## src/rtl/cv_cordic_di_encoder.sv

```systemverilog
// Vectoring-mode CORDIC encoder: rotates (x,y) onto +x one micro-rotation per clock,
// emitting the per-step direction bits (MSB = step 0) and the K-scaled magnitude.
module cv_cordic_di_encoder #(
   parameter int DATA_W   = 16,
   parameter int ITER_MAX = 32,
   parameter int GUARD    = 3
) (
   input  logic                clk_i,
   input  logic                rst_i,
   input  logic                start_i,
   input  logic [DATA_W-1:0]   x_i,
   input  logic [DATA_W-1:0]   y_i,
   input  logic [7:0]          n_i,
   output logic [ITER_MAX-1:0] theta_x_di_o,
   output logic [DATA_W:0]     mag_o,
   output logic                busy_o,
   output logic                done_o,
   output logic                range_err_o
);

   // state  | meaning
   // S_IDLE | waiting for start; outputs hold the last result
   // S_ITER | one micro-rotation per clock until cnt == Nc
   // S_DONE | one-cycle done pulse, start ignored

   localparam int IW = DATA_W + 2 + GUARD;
   localparam int CW = $clog2(ITER_MAX + 1);
   localparam logic [CW-1:0] ITER_MAX_C = CW'(ITER_MAX);

   typedef enum logic [1:0] {
      S_IDLE = 2'd0,
      S_ITER = 2'd1,
      S_DONE = 2'd2
   } state_t;

   state_t                state_q, state_d;
   logic signed [IW-1:0]  x_q, x_d;
   logic signed [IW-1:0]  y_q, y_d;
   logic [CW-1:0]         cnt_q, cnt_d;
   logic [CW-1:0]         nc_q, nc_d;
   logic [ITER_MAX-1:0]   di_q, di_d;
   logic [ITER_MAX-1:0]   theta_q, theta_d;
   logic [DATA_W:0]       mag_q, mag_d;
   logic                  range_err_q, range_err_d;
   logic                  done_q, done_d;

   logic signed [IW-1:0]  x_sh, y_sh;
   logic                  d_bit;
   logic [CW-1:0]         n_clamped;
   logic                  mag_sat;
   logic [DATA_W:0]       mag_w;

   assign x_sh  = x_q >>> cnt_q;
   assign y_sh  = y_q >>> cnt_q;
   assign d_bit = ~y_q[IW-1];

   assign n_clamped = (int'(n_i) > ITER_MAX) ? ITER_MAX_C : n_i[CW-1:0];

   // Dropping GUARD LSBs leaves one spare integer bit; if it disagrees with the
   // output sign the magnitude overflowed Q2.15 and is pinned to +max.
   assign mag_sat = x_q[IW-1] != x_q[GUARD+DATA_W];
   assign mag_w   = mag_sat ? {1'b0, {DATA_W{1'b1}}} : x_q[GUARD+DATA_W:GUARD];

   always_ff @(posedge clk_i) begin
      if (rst_i) begin
         state_q     <= S_IDLE;
         x_q         <= '0;
         y_q         <= '0;
         cnt_q       <= '0;
         nc_q        <= '0;
         di_q        <= '0;
         theta_q     <= '0;
         mag_q       <= '0;
         range_err_q <= 1'b0;
         done_q      <= 1'b0;
      end else begin
         state_q     <= state_d;
         x_q         <= x_d;
         y_q         <= y_d;
         cnt_q       <= cnt_d;
         nc_q        <= nc_d;
         di_q        <= di_d;
         theta_q     <= theta_d;
         mag_q       <= mag_d;
         range_err_q <= range_err_d;
         done_q      <= done_d;
      end
   end

   always_comb begin
      state_d     = state_q;
      x_d         = x_q;
      y_d         = y_q;
      cnt_d       = cnt_q;
      nc_d        = nc_q;
      di_d        = di_q;
      theta_d     = theta_q;
      mag_d       = mag_q;
      range_err_d = range_err_q;
      done_d      = 1'b0;

      case (state_q)
         S_IDLE: begin
            if (start_i) begin
               state_d     = S_ITER;
               x_d         = {{2{x_i[DATA_W-1]}}, x_i, {GUARD{1'b0}}};
               y_d         = {{2{y_i[DATA_W-1]}}, y_i, {GUARD{1'b0}}};
               cnt_d       = '0;
               nc_d        = n_clamped;
               di_d        = '0;
               range_err_d = x_i[DATA_W-1];
            end
         end
         S_ITER: begin
            if (cnt_q == nc_q) begin
               state_d = S_DONE;
               theta_d = di_q;
               mag_d   = mag_w;
               done_d  = 1'b1;
            end else begin
               if (d_bit) begin
                  x_d = x_q + y_sh;
                  y_d = y_q - x_sh;
               end else begin
                  x_d = x_q - y_sh;
                  y_d = y_q + x_sh;
               end
               for (int b = 0; b < ITER_MAX; b++) begin
                  if (b == ITER_MAX - 1 - int'(cnt_q)) di_d[b] = d_bit;
               end
               cnt_d = cnt_q + CW'(1);
            end
         end
         S_DONE: begin
            state_d = S_IDLE;
         end
         default: begin
            state_d = S_IDLE;
         end
      endcase
   end

   assign theta_x_di_o = theta_q;
   assign mag_o        = mag_q;
   assign busy_o       = state_q != S_IDLE;
   assign done_o       = done_q;
   assign range_err_o  = range_err_q;

endmodule

```

## config.mk

```make
export PLATFORM = sky130hd
export DESIGN_NAME = cv_cordic_di_encoder
export DESIGN_NICKNAME = d
export VERILOG_FILES = /design/src/rtl/cv_cordic_di_encoder.sv
export SDC_FILE = /design/constraint.sdc
export NUM_CORES = 1
export LEC_CHECK = 0
export CELL_PAD_IN_SITES_DETAIL_PLACEMENT = 1
export CELL_PAD_IN_SITES_GLOBAL_PLACEMENT = 1
export CORE_ASPECT_RATIO = 1.75
export CORE_MARGIN = 3
export CORE_UTILIZATION = 45
export CTS_CLUSTER_SIZE = 20
export DETAILED_ROUTE_END_ITERATION = 6
export GPL_TIMING_DRIVEN = 1
export PLACE_DENSITY = 0.85
export RECOVER_POWER = 50
export SLEW_MARGIN = 20
export SYNTH_ARGS = -nofsm -noshare
export SYNTH_HDL_FRONTEND = slang
export SYNTH_SLANG_ARGS = --single-unit
export TNS_END_PERCENT = 100
```

## constraint.sdc

```tcl
create_clock -name clk_i -period 7.6 [get_ports clk_i]
set_clock_uncertainty 0.2 [all_clocks]
set_input_delay 1.9 -clock clk_i [delete_from_list [all_inputs] [get_ports clk_i]]
set_output_delay 1.9 -clock clk_i [all_outputs]
set_load 0.005 [all_outputs]
```

Yosys cells after proc, flatten, opt, wreduce, memory -nomap -nowiden. Cells that the tools add are included.

Bits in writable memories: 0. Memories kept: 0. Input bits: 43. Register bits: 139. Logic and storage cells: 214. Memory bits (read-only): 0. Bits in latches: 0.

Bitwise operators: 2. Order comparisons: 1. Reduce and logical (&&, ||, !) cells: 41. $mul: 0. Add/subtract/negate cells: 6. Div/mod/pow operators: 0. Equality and inequality tests: 69. Shifts and indexed selects: 2. Mux-type cells: 52.

Operators by type and width (number): 4-bit AND reduction (32); 21-bit two-way mux (6); 6-bit by 7-bit equality test with 1-bit output (first input constant) (16); 21-bit case mux with 2 select lines (2); 2-bit inequality test (second input constant) (35); 32-bit two-way mux (2); 32-bit case mux with 2 select lines (1); 5-bit by 7-bit equality test with 1-bit output (first input constant) (8); 21-bit adder (2); 21-bit by 6-bit >>> shifter with 21-bit output (2); 21-bit subtractor (2); 1-bit two-way mux (33); 32-bit zero test (1); 4-bit by 7-bit equality test with 1-bit output (first input constant) (4); 6-bit two-way mux (3); 17-bit two-way mux (1); 3-bit by 7-bit equality test with 1-bit output (first input constant) (2); 6-bit case mux with 2 select lines (1); 8-bit by 6-bit > comparator with 1-bit output (second input constant) (1); 2-bit by 7-bit equality test with 1-bit output (first input constant) (1); 5-bit by 6-bit subtractor with 7-bit output (first input constant) (1); 6-bit by 1-bit adder with 6-bit output (second input constant) (1); 6-bit equality test (1); 2-bit AND reduction (3); 9 further kinds (12).

Logic depth before layout (Yosys ltp).
Depth after elaboration: 5. Mapped depth: 25.

Worst setup path before layout. Ideal clock, no wire load.

Path type: reg-to-reg. Start point: register cnt_q[0]. End point: register x_q[20]. Period minus slack after synthesis: 5.351 ns. Path slack: 2.249 ns. Data arrival time: 5.075 ns. Stages on the path, launching flop included: 22. Data required time: 7.324 ns. Cell sequence: dfxtp_1 -> buf_6 -> buf_12 -> buf_12 -> buf_2 -> mux4_2 -> mux2i_1 -> o22ai_1 -> a211oi_1 -> nand2_2 -> nor4b_4 -> xor2_1 -> o21ai_0 -> ha_1 -> or3_1 -> o221ai_1 -> a21oi_1 -> a211oi_1 -> o21ai_0 -> o41ai_1 -> xnor3_1 -> o22ai_1.

Word-level cells in the longest chain between the ends: 5. Elaborated cells between the ends (all ways): 9. Classes of those cells: add/sub: 2; eq/ne: 2; shift: 1; mux: 3; reduce/logical: 1.

RTL lines: start, declared (line 39) `logic [CW-1:0] cnt_q, cnt_d;`; start signal, assigned (line 80) `cnt_q <= cnt_d;`; 21-bit by 6-bit >>> shifter with 21-bit output (line 54) `assign y_sh = y_q >>> cnt_q;`; 21-bit adder or 21-bit subtractor (tied branches) (line 122, 125); 21-bit two-way mux (line 121) `if (d_bit) begin`; 21-bit two-way mux (line 115) `if (cnt_q == nc_q) begin`; 21-bit case mux with 2 select lines (line 102) `case (state_q)`; end signal, assigned (line 67) `x_q <= '0;`; end signal, assigned (line 78) `x_q <= x_d;`; end, declared (line 37) `logic signed [IW-1:0] x_q, x_d;`.

Several ways; a longest one is shown, not always the timed one. The select of a mux whose other input is x is not followed. A chain may end at the register's enable or synchronous reset.

Worst setup path in the final report. Ends and elaborated chain as after synthesis.

==> flow_results.org <==
** Outcome
- The flow ran to the end, but the final reports show violations.
- Violated checks :: design-rule violations, max-capacitance violations, max-slew violations

** Layout
- The net count of the finished layout is 1559.
- Area overhead of the layout relative to synthesis :: 14.36%
- Final std cells w/o fill :: 1788
- Antenna diodes :: 0
- Layout cell share with drive strength beyond 1 :: 7.588%

** Synth
- Post-synthesis instance area :: 11320 sq um
- In the synthesized netlist the dominant register cell turns out to be sky130_fd_sc_hd__dfxtp_1.
- Sequential elements use 24.59% of the synthesized area.
- Of all flip-flops after synthesis, the portion carrying an async set or reset was 0%.
- Cell with the most instances after synthesis :: sky130_fd_sc_hd__nand2_1
- In this run the biggest area consumer among cell types represents 24.59% of the synthesized area.
- Counting flops and latches in the post-synthesis netlist gives 139.
- The largest total area in the synthesized netlist belongs to sky130_fd_sc_hd__dfxtp_1.
- Synthesized netlist net count :: 1532
- Number of enable flip-flop cells after synthesis :: 0
- Average size of a mapped cell :: 7.876 sq um
- Warnings from Yosys :: 0
- Sorting the synthesized cells by area gives the leading types as sky130_fd_sc_hd__dfxtp_1, sky130_fd_sc_hd__a21oi_1, sky130_fd_sc_hd__nand2_1, sky130_fd_sc_hd__nor2_1, sky130_fd_sc_hd__ha_1.
- Number of library cell types mapped by synthesis :: 78
- The commonest cells after synthesis are sky130_fd_sc_hd__nand2_1, sky130_fd_sc_hd__nor2_1, sky130_fd_sc_hd__a21oi_1.
- Cells after Synth :: 1437

** Timing
- Setup repair after global routing left no endpoint under its margin.
- The number of pins with negative max-slew slack in the final report came to 53.
- The final hold violation count came to 0.
- Worst Hold Slack :: 0.2525 ns
- After layout, the worst setup slack is 1.101 ns.
- The final critical path takes up 85.51% of the cycle.
- Fmax :: 153.9 MHz
- Total negative setup slack :: 0 ns
- Final setup vio count :: 0
- The smallest clock period supported by the final layout is computed as 6.499 ns.
- At the pin with the least slew margin, the transition time is 1.809 ns.
- Worst slew slack as a fraction of its limit :: -20.89%

** Run
- Max-cap violations in this run came to 1.

** Floorplanning
- Die width :: 125.9 um
- The die covers 27170 sq um.
- Die Y-Extent :: 215.8 um
- In this run the core area contains 76 standard-cell rows.
- In this run the standard cell core region covers 24720 sq um.
- The initial utilization of the core area, before any placement, comes to 45.78%.
- IO Pins :: 95

** Worst setup path
- Measured in cells, the most critical reg-to-reg path has a length of 18.
- The worst setup path is launched from a flop.
- In this run the worst path has a maximum fanout of 35.
- CP endpoint kind :: flop
- Required time of the worst setup path :: 7.76 ns
- Data arrives at the worst endpoint at 6.66 ns.
- The setup path with the least slack is of type flop to flop.
- In this run the register-to-register setup slack is 1.10 ns.

** Placed design
- Buffers on Ports :: 94
- Pre-CTS setup slack :: 1.232 ns
- Once detailed placement completed, the half-perimeter wirelength came to 29270 um.
- Counting tap cells, the placed design contains a total of 1757 instances.
- The congestion estimate from routability-driven global placement came to 0.9943.

** GRT
- Via count of the first global-routing pass :: 12226
- Global routing used 29.65% of the available tracks across all layers.
- Global routing consumed, on the met3 layer, 3.863% of the routing resources.
- Global Route met1 Usage :: 32.61%
- Antenna violations before repair :: 0
- For this run, global-route usage on met2 was measured as 54.34%.
- Residual overflow from global routing :: 0
- Wire length of the first global-routing pass :: 64920 um
- Top Usage Layer GRT :: met2
- Entering global routing, the biggest net connects 70 pins.

** Power
- Worst vdd rail ir drop :: 0.1611 mV
- Post-layout power :: 3.150 mW
- Reported leakage power :: 5.143 nW
- Power spread over the standard cell area amounts to 243.4 nW/um^2.

** Route
- Post-detailed-route count of antenna-violating nets :: 0
- In the final routed layout, each cell accounts on average for 23.02 um.
- The final route contains 11616 vias.
- Before antenna repair, the detailed router went through 7 iterations.
- Post-Route WL :: 41160 um
- Number of design-rule violations left by the first detailed-router iteration :: 934
- After detailed routing, the number of vias per cell comes to 6.497.
- In the routed design, unresolved DRC markers number 4.

** CTS
- The number of gates resized after CTS was 0.
- The clock reaches the later pin of the worst-skew pair after 0.44 ns.
- CTS clock-pin slew for the worst setup and hold paths :: 0.06 ns
- H-tree levels :: 4
- Number of clock sinks seen by CTS :: 139
- Clock tree synthesis inserted a total of 17 buffers.
- No sink is reached through more buffers than the 2 on the longest clock path.
- The root buffer cell chosen for the clock tree is sky130_fd_sc_hd__clkbuf_16.
- Number of hold buffers added after CTS :: 0
- # Post-CTS Setup Buffers :: 0
- Clock tree from TritonCTS :: built

** Min path
- The worst hold path passes through 2 cells.
- Kind of path behind the tightest hold check :: flop to flop
[routing by layer]
| layer | part of all wire, % | wire [um] | vias up |
|---|---|---|---|
| met5 | 0 | 0 | - |
| met4 | 5.6 | 2293 | 0 |
| met3 | 4.3 | 1762 | 140 |
| met2 | 53 | 21820 | 404 |
| met1 | 37 | 15280 | 5759 |
| li1 | - | - | 5313 |
[logic make-up after synthesis]
family / share of synthesized area, %
flops: 24.59
fa+ha+maj: 5.881
mux: 14.35
xor+xnor: 4.964
buf+inv: 5.848
compound gates: 21.89
simple gates: 22.49
[final timing paths]
path / start / to
max reg2reg: cnt_q[0] / x_q[20]
min: di_q[4] / theta_x_di_o[4]
min reg2reg: di_q[4] / theta_x_di_o[4]
max: cnt_q[0] / x_q[20]
[cell type report]
class	count	area, sq um
fill	3038	11780
multi-input combinational	1158	7906
sequential	139	2788
timing repair buffer	115	1096
clock buffer	21	450.4
tap	312	390.4
clock inverter	10	188.9
inverter	33	123.9
[registers in the layout (all words and copies together) (netlist names)]
register	cells
done_o	1
state_q	2
x_q	21
di_q	32
mag_o	17
y_q	21
nc_q	6
range_err_o	1
cnt_q	6
theta_x_di_o	32
[placed cells by master (no fill, tap or decap), types with 9 or more instances in the layout]
master,Yosys,layout
sky130_fd_sc_hd__nor4_1,10,9
sky130_fd_sc_hd__buf_4,11,22
sky130_fd_sc_hd__a21oi_1,147,147
sky130_fd_sc_hd__mux4_1,23,23
sky130_fd_sc_hd__nor2_1,172,169
sky130_fd_sc_hd__dlygate4sd3_1,1,49
sky130_fd_sc_hd__mux2_2,11,11
sky130_fd_sc_hd__inv_1,31,31
sky130_fd_sc_hd__a21o_1,10,10
sky130_fd_sc_hd__mux4_2,22,22
sky130_fd_sc_hd__and3_1,10,10
sky130_fd_sc_hd__o21ai_0,72,71
sky130_fd_sc_hd__clkdlybuf4s50_1,0,44
sky130_fd_sc_hd__xor2_1,21,21
sky130_fd_sc_hd__a221oi_1,9,9
sky130_fd_sc_hd__o21a_1,11,11
sky130_fd_sc_hd__nor2b_1,10,9
sky130_fd_sc_hd__clkbuf_16,0,17
sky130_fd_sc_hd__ha_1,50,50
sky130_fd_sc_hd__nor3_1,61,61
sky130_fd_sc_hd__xnor2_1,38,38
sky130_fd_sc_hd__o22ai_1,13,13
sky130_fd_sc_hd__a311oi_1,17,17
sky130_fd_sc_hd__mux2i_1,40,40
sky130_fd_sc_hd__a211oi_1,23,23
sky130_fd_sc_hd__o211ai_1,10,10
sky130_fd_sc_hd__nand2_1,192,191
sky130_fd_sc_hd__nand3_1,34,34
sky130_fd_sc_hd__a31oi_1,19,19
sky130_fd_sc_hd__dfxtp_1,139,135
[critical path, stage by stage, from the launching register on]
cell	delay (ns)
sky130_fd_sc_hd__dfxtp_2	0.90
sky130_fd_sc_hd__mux4_1	0.74
sky130_fd_sc_hd__mux2i_1	0.41
sky130_fd_sc_hd__nor2_1	0.08
sky130_fd_sc_hd__a211oi_1	0.42
sky130_fd_sc_hd__ha_1	0.30
sky130_fd_sc_hd__nand4_1	0.19
sky130_fd_sc_hd__nor4b_4	0.51
sky130_fd_sc_hd__nor3_1	0.09
sky130_fd_sc_hd__a21oi_1	0.15
sky130_fd_sc_hd__o21ai_0	0.13
sky130_fd_sc_hd__ha_1	0.39
sky130_fd_sc_hd__o21ai_0	0.19
sky130_fd_sc_hd__a21oi_1	0.09
sky130_fd_sc_hd__a211oi_1	0.52
sky130_fd_sc_hd__o21ai_0	0.25
sky130_fd_sc_hd__o41ai_1	0.43
sky130_fd_sc_hd__xnor3_1	0.29
sky130_fd_sc_hd__o22ai_1	0.14
[per-stage QoR]
stage               instance area [sq um]  utilization [%]
floorplan                           11320                -
global placement                    12300            49.75
detailed placement                  12310            49.78
CTS                                 12950            52.36
global route                        12940            52.35
finish                              12940            52.35
[where the power goes]
part / leakage (nW) / switching [mW] / internal [mW]
registers: 1.13 / 0.107 / 0.778
logic: 3.70 / 0.772 / 0.562
clock network: 0.308 / 0.341 / 0.591
total: 5.14 / 1.22 / 1.93
No activity file was read; power rests on OpenSTA's default activity.
